**src/rtl/soc_boot_pkg.sv**
```systemverilog
// Shared types and constants for the UART boot loader.
package soc_boot_pkg;

  localparam int          LEN_W      = 16;
  localparam int          CSUM_W     = 8;
  localparam logic [7:0]  BOOT_MAGIC = 8'hA5;

  typedef enum logic [2:0] {
    ST_IDLE   = 3'd0,
    ST_LEN_LO = 3'd1,
    ST_LEN_HI = 3'd2,
    ST_DATA   = 3'd3,
    ST_CSUM   = 3'd4,
    ST_DONE   = 3'd5,
    ST_ERROR  = 3'd6
  } boot_state_e;

endpackage

```
**src/rtl/boot_word_assembler.sv**
```systemverilog
// Packs a little-endian byte stream into 32-bit words. The first byte of a
// word lands in bits [7:0]. word_valid_o pulses for one cycle after the
// fourth byte, and word_o holds the completed word until the next one.
module boot_word_assembler (
  input  logic        clk_i,
  input  logic        reset_ni,
  input  logic        clr_i,
  input  logic        byte_valid_i,
  input  logic [7:0]  byte_i,
  output logic        word_valid_o,
  output logic [31:0] word_o
);

  logic [1:0]  byte_cnt_q;
  logic [23:0] lanes_q;

  // Byte lane shift and word completion; clr_i drops any partial word.
  always_ff @(posedge clk_i or negedge reset_ni) begin
    if (!reset_ni) begin
      byte_cnt_q   <= 2'd0;
      lanes_q      <= 24'd0;
      word_o       <= 32'd0;
      word_valid_o <= 1'b0;
    end else begin
      word_valid_o <= 1'b0;
      if (clr_i) begin
        byte_cnt_q <= 2'd0;
        lanes_q    <= 24'd0;
      end else if (byte_valid_i) begin
        byte_cnt_q <= byte_cnt_q + 2'd1;
        case (byte_cnt_q)
          2'd0:    lanes_q[7:0]   <= byte_i;
          2'd1:    lanes_q[15:8]  <= byte_i;
          2'd2:    lanes_q[23:16] <= byte_i;
          default: begin
            word_o       <= {byte_i, lanes_q};
            word_valid_o <= 1'b1;
          end
        endcase
      end
    end
  end

endmodule

```
**src/rtl/soc_boot_loader.sv**
```systemverilog
// UART boot loader: parses MAGIC, LEN_LO, LEN_HI, LEN x 4 data bytes
// (plus one checksum byte when BOOT_CHECKSUM_EN is defined) and writes
// the words into instruction RAM, holding the core in reset until done.
//
// state   | meaning
// IDLE    | waiting for MAGIC or boot_skip_i
// LEN_LO  | next byte is the length low byte
// LEN_HI  | next byte is the length high byte; length is range-checked
// DATA    | assembling and writing words
// CSUM    | next byte must cancel the data sum (BOOT_CHECKSUM_EN only)
// DONE    | load complete, core released; terminal
// ERROR   | frame rejected, core held; terminal until reset
module soc_boot_loader
  import soc_boot_pkg::*;
#(
  parameter int         PROGRAM_SIZE = 1024,
  parameter int         ADDR_W       = $clog2(PROGRAM_SIZE),
  parameter logic [7:0] MAGIC        = BOOT_MAGIC
) (
  input  logic              clk_i,
  input  logic              reset_ni,
  input  logic              boot_skip_i,
  input  logic              rx_valid_i,
  input  logic [7:0]        rx_data_i,
  output logic              mem_we_o,
  output logic [ADDR_W-1:0] mem_addr_o,
  output logic [31:0]       mem_wdata_o,
  output logic              core_reset_o,
  output logic              boot_done_o,
  output logic              boot_error_o
);

  localparam logic [LEN_W-1:0] MAX_LEN = LEN_W'(PROGRAM_SIZE);

  boot_state_e       state_q, state_d;
  logic [7:0]        len_lo_q;
  logic [LEN_W-1:0]  len_q;
  logic [LEN_W-1:0]  len_rx;
  logic [ADDR_W-1:0] word_idx_q;
  logic              core_reset_q;
  logic              word_valid;
  logic [31:0]       word;
  logic              last_word;
  logic              asm_valid;
  logic              asm_clr;

`ifdef BOOT_CHECKSUM_EN
  logic [CSUM_W-1:0] sum_q;
  logic [CSUM_W-1:0] csum_total;
  logic              csum_ok;

  assign csum_total = sum_q + rx_data_i;
  assign csum_ok    = (csum_total == '0);
`endif

  assign len_rx    = {rx_data_i, len_lo_q};
  assign last_word = (LEN_W'(word_idx_q) == (len_q - LEN_W'(1)));
  // The last write cycle may coincide with the checksum byte, so keep it
  // out of the assembler.
  assign asm_valid = rx_valid_i && (state_q == ST_DATA) && !(word_valid && last_word);
  assign asm_clr   = (state_q != ST_DATA);

  boot_word_assembler u_asm (
    .clk_i        (clk_i),
    .reset_ni     (reset_ni),
    .clr_i        (asm_clr),
    .byte_valid_i (asm_valid),
    .byte_i       (rx_data_i),
    .word_valid_o (word_valid),
    .word_o       (word)
  );

  // State register.
  always_ff @(posedge clk_i or negedge reset_ni) begin
    if (!reset_ni) state_q <= ST_IDLE;
    else           state_q <= state_d;
  end

  // Next-state decode.
  always_comb begin
    state_d = state_q;
    case (state_q)
      ST_IDLE: begin
        if (boot_skip_i)                             state_d = ST_DONE;
        else if (rx_valid_i && (rx_data_i == MAGIC)) state_d = ST_LEN_LO;
      end
      ST_LEN_LO: if (rx_valid_i) state_d = ST_LEN_HI;
      ST_LEN_HI: begin
        if (rx_valid_i) begin
          if (len_rx > MAX_LEN) state_d = ST_ERROR;
`ifdef BOOT_CHECKSUM_EN
          else if (len_rx == '0) state_d = ST_CSUM;
`else
          else if (len_rx == '0) state_d = ST_DONE;
`endif
          else                   state_d = ST_DATA;
        end
      end
      ST_DATA: begin
        if (word_valid && last_word) begin
`ifdef BOOT_CHECKSUM_EN
          if (rx_valid_i) state_d = csum_ok ? ST_DONE : ST_ERROR;
          else            state_d = ST_CSUM;
`else
          state_d = ST_DONE;
`endif
        end
      end
`ifdef BOOT_CHECKSUM_EN
      ST_CSUM: if (rx_valid_i) state_d = csum_ok ? ST_DONE : ST_ERROR;
`endif
      default: state_d = state_q;
    endcase
  end

  // Length capture, word index and core reset release.
  always_ff @(posedge clk_i or negedge reset_ni) begin
    if (!reset_ni) begin
      len_lo_q     <= 8'd0;
      len_q        <= '0;
      word_idx_q   <= '0;
      core_reset_q <= 1'b1;
    end else begin
      core_reset_q <= (state_q != ST_DONE);
      if ((state_q == ST_LEN_LO) && rx_valid_i) len_lo_q <= rx_data_i;
      if ((state_q == ST_LEN_HI) && rx_valid_i) begin
        len_q      <= len_rx;
        word_idx_q <= '0;
      end
      if ((state_q == ST_DATA) && word_valid) word_idx_q <= word_idx_q + ADDR_W'(1);
    end
  end

`ifdef BOOT_CHECKSUM_EN
  // Running mod-256 sum of the data bytes.
  always_ff @(posedge clk_i or negedge reset_ni) begin
    if (!reset_ni)                                  sum_q <= '0;
    else if ((state_q == ST_LEN_HI) && rx_valid_i)  sum_q <= '0;
    else if (asm_valid)                             sum_q <= csum_total;
  end
`endif

  assign mem_we_o     = word_valid && (state_q == ST_DATA);
  assign mem_addr_o   = word_idx_q;
  assign mem_wdata_o  = word;
  assign core_reset_o = core_reset_q;
  assign boot_done_o  = (state_q == ST_DONE);
  assign boot_error_o = (state_q == ST_ERROR);

endmodule

```
**config.mk**
```make
export PLATFORM = sky130hd
export DESIGN_NAME = soc_boot_loader
export DESIGN_NICKNAME = d
export VERILOG_FILES = /design/src/rtl/soc_boot_pkg.sv /design/src/rtl/boot_word_assembler.sv /design/src/rtl/soc_boot_loader.sv
export SDC_FILE = /design/constraint.sdc
export NUM_CORES = 1
export LEC_CHECK = 0
export CORE_ASPECT_RATIO = 1.25
export CORE_UTILIZATION = 43
export DETAILED_ROUTE_END_ITERATION = 7
export PLACE_DENSITY = 0.73
export SLEW_MARGIN = 10
export SYNTH_ARGS = -nofsm -noshare
export SYNTH_HDL_FRONTEND = slang
export SYNTH_SLANG_ARGS = --single-unit
```
**constraint.sdc**
```tcl
create_clock -name clk_i -period 2.6 [get_ports clk_i]
set_input_delay 0.39 -clock clk_i [delete_from_list [all_inputs] [get_ports clk_i]]
set_output_delay 0.39 -clock clk_i [all_outputs]
set_load 0.005 [all_outputs]
```
* Yosys cells after proc, flatten, opt, wreduce, memory -nomap -nowiden *
Index checks and enable logic that the tools add are counted.

word-level totals
  register bits after elaboration = 97
  input port bits = 12
  word-level logic and storage cells = 75

cells by class
  add/subtract/negate cells = 3
  $lt $le $gt $ge = 1
  equal/unequal tests = 15
  mux-type cells = 20
  bitwise operators = 2
  reductions and logical operators = 23

operator list
  operator                                                                count
  24-bit two-way mux                                                      2
  8-bit two-way mux                                                       3
  3-bit two-way mux                                                       7
  10-bit two-way mux                                                      2
  10-bit by 16-bit == test with 1-bit output                              1
  16-bit by 11-bit > comparator with 1-bit output, second input constant  1
  16-bit zero test                                                        1
  16-bit by 1-bit subtractor with 16-bit output, second input constant    1
  3-bit one-hot mux with 4 select lines                                   1
  10-bit by 1-bit adder with 10-bit output, second input constant         1
  2-bit nonzero test                                                      5
  8-bit == test, second input constant                                    1
  1-bit logical AND                                                       7
  3-bit by 2-bit == test with 1-bit output, second input constant         2
  3-bit == test, second input constant                                    2
  3-bit inequality test, second input constant                            2
  2-bit AND reduction                                                     3
  5-bit AND reduction                                                     1
  2-bit two-way mux                                                       2
  2-bit inequality test, second input constant                            2
  4-bit nonzero test                                                      1
  3-bit by 1-bit == test with 1-bit output, second input constant         1
  3-bit zero test                                                         1
  1-bit two-way mux                                                       3
  10 further kinds                                                        11

* Longest topological paths before layout *
  depth in word-level cells = 7
  gate-level depth with buffers = 10
  mapped depth without buffers = 9

* By module *
From an unflattened synthesis, not the netlist that was laid out.

unflattened totals
  cell total of the unflattened synthesis = 435
  area total of the unflattened synthesis = 4777.1 um^2

modules (own cells, without submodules)
  module               times used  cells an instance  area each (um^2)  seq. area each (um^2)
  boot_word_assembler  1           193                2637.5            1476.4
  soc_boot_loader      1           242                2139.6            952.2

* Worst setup path after synthesis *
OpenSTA, ideal clock, no wires.

  path type = register to register
  start = reg len_q[2]
  end = reg u_asm.word_o[22]
  arrival time = 2.636 ns
  required time = 2.473 ns
  slack = -0.163 ns
  cell stages (with the launch flop) = 10
  path buffers = 2
  period minus slack after synthesis = 2.763 ns
  cell sequence = dfrtp_1 > buf_2 > or4_4 > or3_1 > a211oi_1 > nor4b_4 > a311oi_2 > nand2_4 > buf_8 > mux2_1

between the ends
  word-level cells in the longest chain between the ends = 6

RTL lines
  element                                        RTL line                   text
  from (decl)                                    soc_boot_loader.sv:37      logic [LEN_W-1:0] len_q;
  from (signal assigned)                         soc_boot_loader.sv:127     len_q <= len_rx;
  16-bit by 1-bit subtractor with 16-bit output  soc_boot_loader.sv:57      assign last_word = (LEN_W'(word_idx_q) == (len_q - LEN_W'(1)));
  10-bit by 16-bit == test with 1-bit output     soc_boot_loader.sv:57
  1-bit logical AND                              soc_boot_loader.sv:60      assign asm_valid = rx_valid_i && (state_q == ST_DATA) && !(word_valid && last_word);
  1-bit zero test                                soc_boot_loader.sv:60
  1-bit logical AND                              soc_boot_loader.sv:60
  3-bit AND reduction (no source line)           -
  to (signal assigned)                           boot_word_assembler.sv:36  word_o <= {byte_i, lanes_q};
  to (decl)                                      boot_word_assembler.sv:11  output logic [31:0] word_o

Every way passes these cells.
A chain may end at the register's enable or synchronous reset.

* Final worst setup path *
  start = reg len_q[1]
  end = reg u_asm.lanes_q[18]

between the ends
  word-level cells in the longest chain between the ends = 7

RTL lines
  element                                        RTL line                   text
  16-bit by 1-bit subtractor with 16-bit output  soc_boot_loader.sv:57
  10-bit by 16-bit == test with 1-bit output     soc_boot_loader.sv:57
  1-bit logical AND                              soc_boot_loader.sv:60
  1-bit zero test                                soc_boot_loader.sv:60
  1-bit logical AND                              soc_boot_loader.sv:60
  2-bit nonzero test (no source line)            -
  2-bit AND reduction (no source line)           -
  to (signal assigned)                           boot_word_assembler.sv:34  2'd2: lanes_q[23:16] <= byte_i;
  to (decl)                                      boot_word_assembler.sv:15  logic [23:0] lanes_q;

Every way passes these cells.

==> results.cfg <==
[pwr]
comb_power_share_pct = 35.0
cell_int_power_mw = 3.39
power.clock.fraction_pct = 24.0
report.power.total_mw = 5.17
netSwitchingFraction_pct = 34.5
peakVddDrop_uv = 382
p_leak_nw = 2.80
power.density_cell_area_mw_per_mm2 = 851
power.sequential.fraction_pct = 41.0
total_switching_power_mw = 1.79

[logic_synthesis]
synth_seq_area_share_pct = 51.9
synth.cell_area_mm2 = 0.00468
postSynthNetCount = 463
synthFlopType = dfrtp_1
syn-mean-instance-area_um2 = 10.5
async_reset_ff_share_pct = 100
yosysWarnings = 0
syn-instance-count = 445
ys_seq_elements = 97
number_of_synthesized_flops_with_an_enable_pin = 0
ys_types = 52

[floorplanning]
start_util_pct = 44.1
design.core.area_mm2 = 0.0106
chipWidth_um = 95.3
number_of_primary_i_o_pins = 58
floorplan.die.height_um = 119
rows = 42
floorplan.die_area_mm2 = 0.0113

[worst_setup_path]
critical_path.endpoint_type = flop
worst_setup_path_start_kind = flop
critPathKind = flop to flop
crit_path_top_delay_cell = or4_4
timing.critical_path.buf_inv = 3
worstPathMaxFanout = 7
critPathMaxStageDelay_ps = 560
crit_arrival_ps = 3030
cp_top_family = simple AND/OR/NAND/NOR gates
cp_data_required_time_ps = 2830
cells_along_the_critical_path = or4_4 > buf_4 > nor4_4 > or3_4 > a32oi_4 > a311oi_4 > buf_6 > clkbuf_16 > a21oi_1 > a31o_1

[cells_and_area]
layout.cells.most_common_list = dfrtp_1 (95), nand2_1 (81), clkdlybuf4s50_1 (56), buf_4 (38)
fin_nets = 546
num_antenna_cells = 0
syn2layout_area_growth_pct = 29.9
drive_above_1_share_pct = 17.9
layout.filler_cells = 885
final_common_cell = dfrtp_1

[clock_tree]
clk_root_buffer_cell = clkbuf_16
clock_latency_ps = 350
cts-buffers-inserted = 9
clkTransAtPathRegs_ps = 60
clock_tree.htree_level_count = 3
cts_tree = yes
clk_path_buf_depth = 2
holdBufCountCts = 0
cts.sinks = 97

[grt]
grt-ovfl-total = 0
number_of_antenna_violations_at_the_first_check_in_global_routing = 0
global_route.usage.total_pct = 21.5
grt_pass1_vias = 3714
maximum_number_of_pins_on_one_net_before_global_route_repair = 53
grt_pass1_wl_mm = 18.5

[timing]
setup_viol = 56
smallest_setup_slack_after_layout_ps = -194
max_clock_freq_ghz = 0.358
setup-tns-final_ps = -8070
timing.final.max_slew_violations = 0
layout_worst_path_cycle_share_pct = 107
finalHoldViolations = 0
final_period_minus_worst_setup_slack_ps = 2790
worst_pin_slew_ps = 692
grt_setup_unrepaired = yes
max_slew_margin_vs_limit_pct = 53.9
post_route_clock_skew_ps = 6.68
hold_slack_ps = 67.0

[detailed_routing]
drcViolationCount = 0
route.final.wire_length_mm = 11.4
route.vias.total = 3688
routed_wire_length_per_instance_um = 17.1
detail-route-antenna-nets = 0
routed_via_density = 5.56
drt_pre_antenna_iters = 5
drt_iter0_markers = 178

[placed_design]
pre_cts_ws_ps = -216
io_buffer_count = 57
detailed_place_hpwl_mm = 7.44
place_congestion = 0.847

[run]
drv.max_cap_violation_count = 0

[run_status]
failed_checks = setup timing
status = finished, violations left

[worst_hold_path]
hold_class = input pin to asynchronous set/reset pin
through the flow:
| step | util, % | instance area [um2] | cells |
|---|---|---|---|
| final | 57.3 | 6080 | 663 |
| after global routing | 57.3 | 6080 | 663 |
| after CTS | 56.7 | 6010 | 661 |
| after detailed placement | 52.9 | 5610 | 642 |
| after global placement | 52.9 | 5610 | 642 |
| after floorplan | - | 4690 | 445 |
synthesized netlist by cell type (2+ instances only):
library cell	count	area share [%]
a21oi_1	33	3.5
buf_2	3	0.32
nand4_1	7	0.94
a211oi_1	5	0.80
or3_1	5	0.67
buf_1	3	0.24
nor3_1	7	0.75
inv_1	10	0.80
mux2_1	32	7.7
clkbuf_1	20	1.6
nand4b_1	2	0.37
mux2_2	8	1.9
nor2_1	16	1.3
and3_1	2	0.27
a31oi_1	3	0.40
nor4b_1	2	0.37
nor4_1	6	0.80
a31o_1	24	4.5
buf_8	3	0.96
xor2_1	6	1.1
nand3_1	8	0.86
dfrtp_1	96	51
nand2b_1	2	0.27
mux2i_1	4	0.86
o21ai_0	16	1.7
xnor2_1	8	1.5
a31o_2	2	0.37
buf_6	3	0.72
nand2_1	81	6.5
ha_1	6	1.6
state kept, by name, summed over array words and instances (netlist names):
| register | count |
|---|---|
| len_q | 16 |
| mem_addr_o | 10 |
| core_reset_o | 1 |
| state_q | 3 |
| u_asm.word_valid_o | 1 |
| u_asm.byte_cnt_q | 2 |
| u_asm.word_o | 32 |
| len_lo_q | 8 |
| u_asm.lanes_q | 24 |
routing by layer:
metal	part of all wire [%]	track usage, %	routed length, um	vias to the layer above
met2	52	34.7	5910	103
met4	2.8	10.6	317	0
met5	0	0	0	-
met1	41	27.1	4690	1828
met3	4.0	4.05	449	27
li1	-	-	-	1730
worst paths after layout:
path / slack, ps / start / end / depth (start not counted)
hold reg to reg: 490 / len_q[15] / len_q[15] / 2
setup / recovery: -190 / len_q[1] / u_asm.lanes_q[18] / 10
max in group asynchronous: 1840 / reset_ni / u_asm.lanes_q[3] / 2
min in group clk_i: 490 / len_q[15] / len_q[15] / 2
hold / removal: 70 / reset_ni / mem_addr_o[9] / 1
setup reg to reg: -190 / len_q[1] / u_asm.lanes_q[18] / 10
cell families after synthesis:
group                    count (synthesis)  share of synthesized area [%]
buffers and inverters                   44                           4.81
XOR/XNOR                                14                           2.62
flip-flops                              97                           51.9
AO/OA/AOI/OAI                           93                           13.3
multiplexers                            44                           10.5
adder cells (fa/ha/maj)                  6                           1.60
AND/OR/NAND/NOR                        147                           15.3
power groups by stage:
| stage | combinational, mW | clock (mW) | sequential [mW] |
|---|---|---|---|
| final | 1.81 | 1.24 | 2.12 |
| after global routing | 1.98 | 1.32 | 2.17 |
| after CTS | 1.77 | 1.25 | 2.11 |
| after detailed placement | 1.63 | 0 | 2.13 |
| after global placement | 1.58 | 0 | 2.11 |
| after floorplan | 0.983 | 0 | 2.04 |
timing repair:
item / 4_1_cts / 5_1_grt
pin swaps: 1 / 0
gates resized for setup: 13 / 3
setup buffers: 3 / 0
setup endpoints to repair: 57 / 58
gates cloned: 2 / 2
area by class of cell:
class | count | area, um2 | area share, %
timing repair buffer | 104 | 1050 | 17.3
tap | 132 | 165 | 2.72
multi-input combinational | 304 | 2120 | 34.8
sequential | 97 | 2430 | 40.0
clock buffer | 10 | 239 | 3.93
clock inverter | 4 | 30.0 | 0.494
inverter | 12 | 45.0 | 0.741
Power figures use the tool's default switching activity.
==> variant (same settings) <==
Re-encode `boot_state_e` (7 states) as Gray code, 3 bits wide.
--- a/src/rtl/soc_boot_pkg.sv
+++ b/src/rtl/soc_boot_pkg.sv
@@ -7,11 +7,11 @@
 
   typedef enum logic [2:0] {
-    ST_IDLE   = 3'd0,
-    ST_LEN_LO = 3'd1,
-    ST_LEN_HI = 3'd2,
-    ST_DATA   = 3'd3,
-    ST_CSUM   = 3'd4,
-    ST_DONE   = 3'd5,
-    ST_ERROR  = 3'd6
+    ST_IDLE   = 3'b000,
+    ST_LEN_LO = 3'b001,
+    ST_LEN_HI = 3'b011,
+    ST_DATA   = 3'b010,
+    ST_CSUM   = 3'b110,
+    ST_DONE   = 3'b111,
+    ST_ERROR  = 3'b101
   } boot_state_e;
 
Behaviour: same outputs for any inputs over 10 cycles, from zero or initial values and one cycle with reset_ni low; not proved beyond that.
==> variant against the original RTL <==
  * The flow still finishes with violations (setup timing)
  * Power grew 3.9%
  * Synthesized cell count shrank 8.3%
  * Cell area increased by 4.3%
  * Sequential cell count is the same
  * Routed wire length down 3.4%
  * Sequential share of layout area down 1.6 points
  * Worst setup slack got worse by 0.18 ns
  * Sequential power down 4%
  * Area after synthesis rose by 3.7%
  * Combinational power up 7%
  * Hold slack improved by 0.44 ns
==> variant: results (changes against the original RTL) <==
* Final setup viols at 61 (was 56)
* Clock Latency Late Sink at 0.35 ns (about the same)
* Setup Skew at 0.0109 ns (was 0.00668 ns)
* Root buffer cell: clkbuf_16 (unchanged)
* Drt first pass iters at 4 (was 5)
* IO Port Bufs at 57 (unchanged)
* Relative max-transition margin at 68.8% (was 53.9%)
* Largest cells by area after synthesis: dfrtp_1 49%, mux2_4 9.0%, mux2i_1 6.0%, mux2_2 4.4%, nand2_1 4.1% (was dfrtp_1 51%, mux2_1 7.7%, nand2_1 6.5%, a31o_1 4.5%, a21oi_1 3.5%)
* Placed inst area at 5790 um^2 (was 5610 um^2)
* Top cells by count, synth: 96 x dfrtp_1, 53 x nand2_1, 29 x mux2_4, 29 x mux2i_1 (was 96 x dfrtp_1, 81 x nand2_1, 33 x a21oi_1)
* Vias in the first global route at 3,596 (was 3,714)
* Sequential fraction of the synthesis area at 50.0% (was 51.9%)
* RD Place Congestion at 0.882 (was 0.847)
* Mapped Cells at 408 (was 445)
* Dpl ws at -0.388 ns (was -0.216 ns)
* Hold Crit Class: reg2reg (was in2async)
* Final HPWL DP at 7.82 mm (was 7.44 mm)
* Max VDD drop at 588 uV (was 382 uV)
* Final std cells w/o fill at 653 (was 663)
* Critical Path Slowest Stage Cell: or4b_4 (was or4_4)
* Status: complete, but fails checks (unchanged)
* Largest net degree at the start of global routing at 48 (was 53)
* Nets at 531 (was 546)
* First-pass GRT wire length at 18.2 mm (was 18.5 mm)
* Routed WL per cell at 16.8 um (was 17.1 um)
* Placed Cells at 626 (was 642)
* Netlist cell types at 69 (was 52)
* Final worst slack at -0.378 ns (was -0.194 ns)
* Share of layout cells above drive strength 1 at 29.0% (was 17.9%)
* Leakage power at 3.08 nW (was 2.80 nW)
* Arrival @ worst endpoint at 3.20 ns (was 3.03 ns)
* Via count at 3,476 (was 3,688)
* Setup TNS at -16.37 ns (was -8.07 ns)
* Htree depth at 3 (unchanged)
* CTS buffer count at 9 (unchanged)
* Critical path's largest stage delay at 0.48 ns (was 0.56 ns)
* Initial DRC count at 142 (was 178)
* Syn nets at 426 (was 463)
* CTS clk-pin slew, worst paths at 0.07 ns
* Gr usage total at 20.0% (was 21.5%)
* Failing checks: setup timing (unchanged)
variant: logic make-up after synthesis:
kind of cell | synth area share [%]
AOI/OAI and AO/OA | 7.42
adders and majority gates | 1.55
xor gates and xnor gates | 2.17
DFF | 50.0
muxes | 19.4
and+or+nand+nor | 13.4
buffers and inverters | 6.08
variant: report_power, final:
group          total [W]  switching (W)  internal, W
Sequential       0.00204       0.000264      0.00177
Combinational    0.00193       0.000891      0.00104
Clock            0.00141       0.000593     0.000813
variant: timing repair:
action / CTS / global route
setup buffers: 9 / 1
pin swaps: 6 / 4
gates resized for setup: 18 / 3
setup endpoints to repair: 61 / 62
gates cloned: 2 / 0
endpoints found under the hold margin: 30 / 0
hold buffers: 1 / 0
variant: stage by stage:
step / util [%] / hold WS, ns
after floorplan: - / 0.0944
after global placement: 52.5 / 0.341
after detailed placement: 52.5 / 0.350
after CTS: 57.6 / 0.511
after global routing: 57.5 / 0.525
final: 57.5 / 0.508
variant: final cells by class:
cell class                      instances  area (um^2)
Clock buffer                           11          253
Inverter                               18         67.6
Tap cell                              135          169
Sequential cell                        97         2430
Multi-Input combinational cell        269         2200
Timing Repair Buffer                  118         1140
Clock inverter                          5         72.6
Fill cell                             854         4690
variant: worst register-to-register path, cell delays in order (launching register included):
cell and delay, ns:
dfrtp_1 0.39, inv_2 0.07, ha_4 0.14, or4b_4 0.48
or3b_1 0.37, a21boi_1 0.14, o32ai_1 0.09, a2111o_1 0.47
nand4_4 0.13, buf_4 0.14, buf_12 0.13, mux2_4 0.31
variant: worst paths after layout:
path	start	endpoint	slack, ns	cells after the start
setup / recovery	len_q[1]$_DFFE_PN0P_	u_asm.word_o[27]$_DFFE_PN0P_	-0.38	11
hold / removal	u_asm.lanes_q[16]$_DFFE_PN0P_	u_asm.word_o[16]$_DFFE_PN0P_	0.51	1
setup reg to reg	len_q[1]$_DFFE_PN0P_	u_asm.word_o[27]$_DFFE_PN0P_	-0.38	11
hold reg to reg	u_asm.lanes_q[16]$_DFFE_PN0P_	u_asm.word_o[16]$_DFFE_PN0P_	0.51	1
max in group asynchronous	reset_ni	core_reset_o$_DFF_PN1_	1.42	3
min in group asynchronous	reset_ni	u_asm.word_o[20]$_DFFE_PN0P_	0.52	2
variant: routing by layer:
metal | routed length, um | track usage [%] | up-vias
met5 | 0 | 0 | -
met4 | 167 | 6.72 | 0
met3 | 297 | 4.22 | 15
met2 | 5820 | 35.7 | 59
met1 | 4690 | 23.8 | 1742
li1 | - | - | 1660
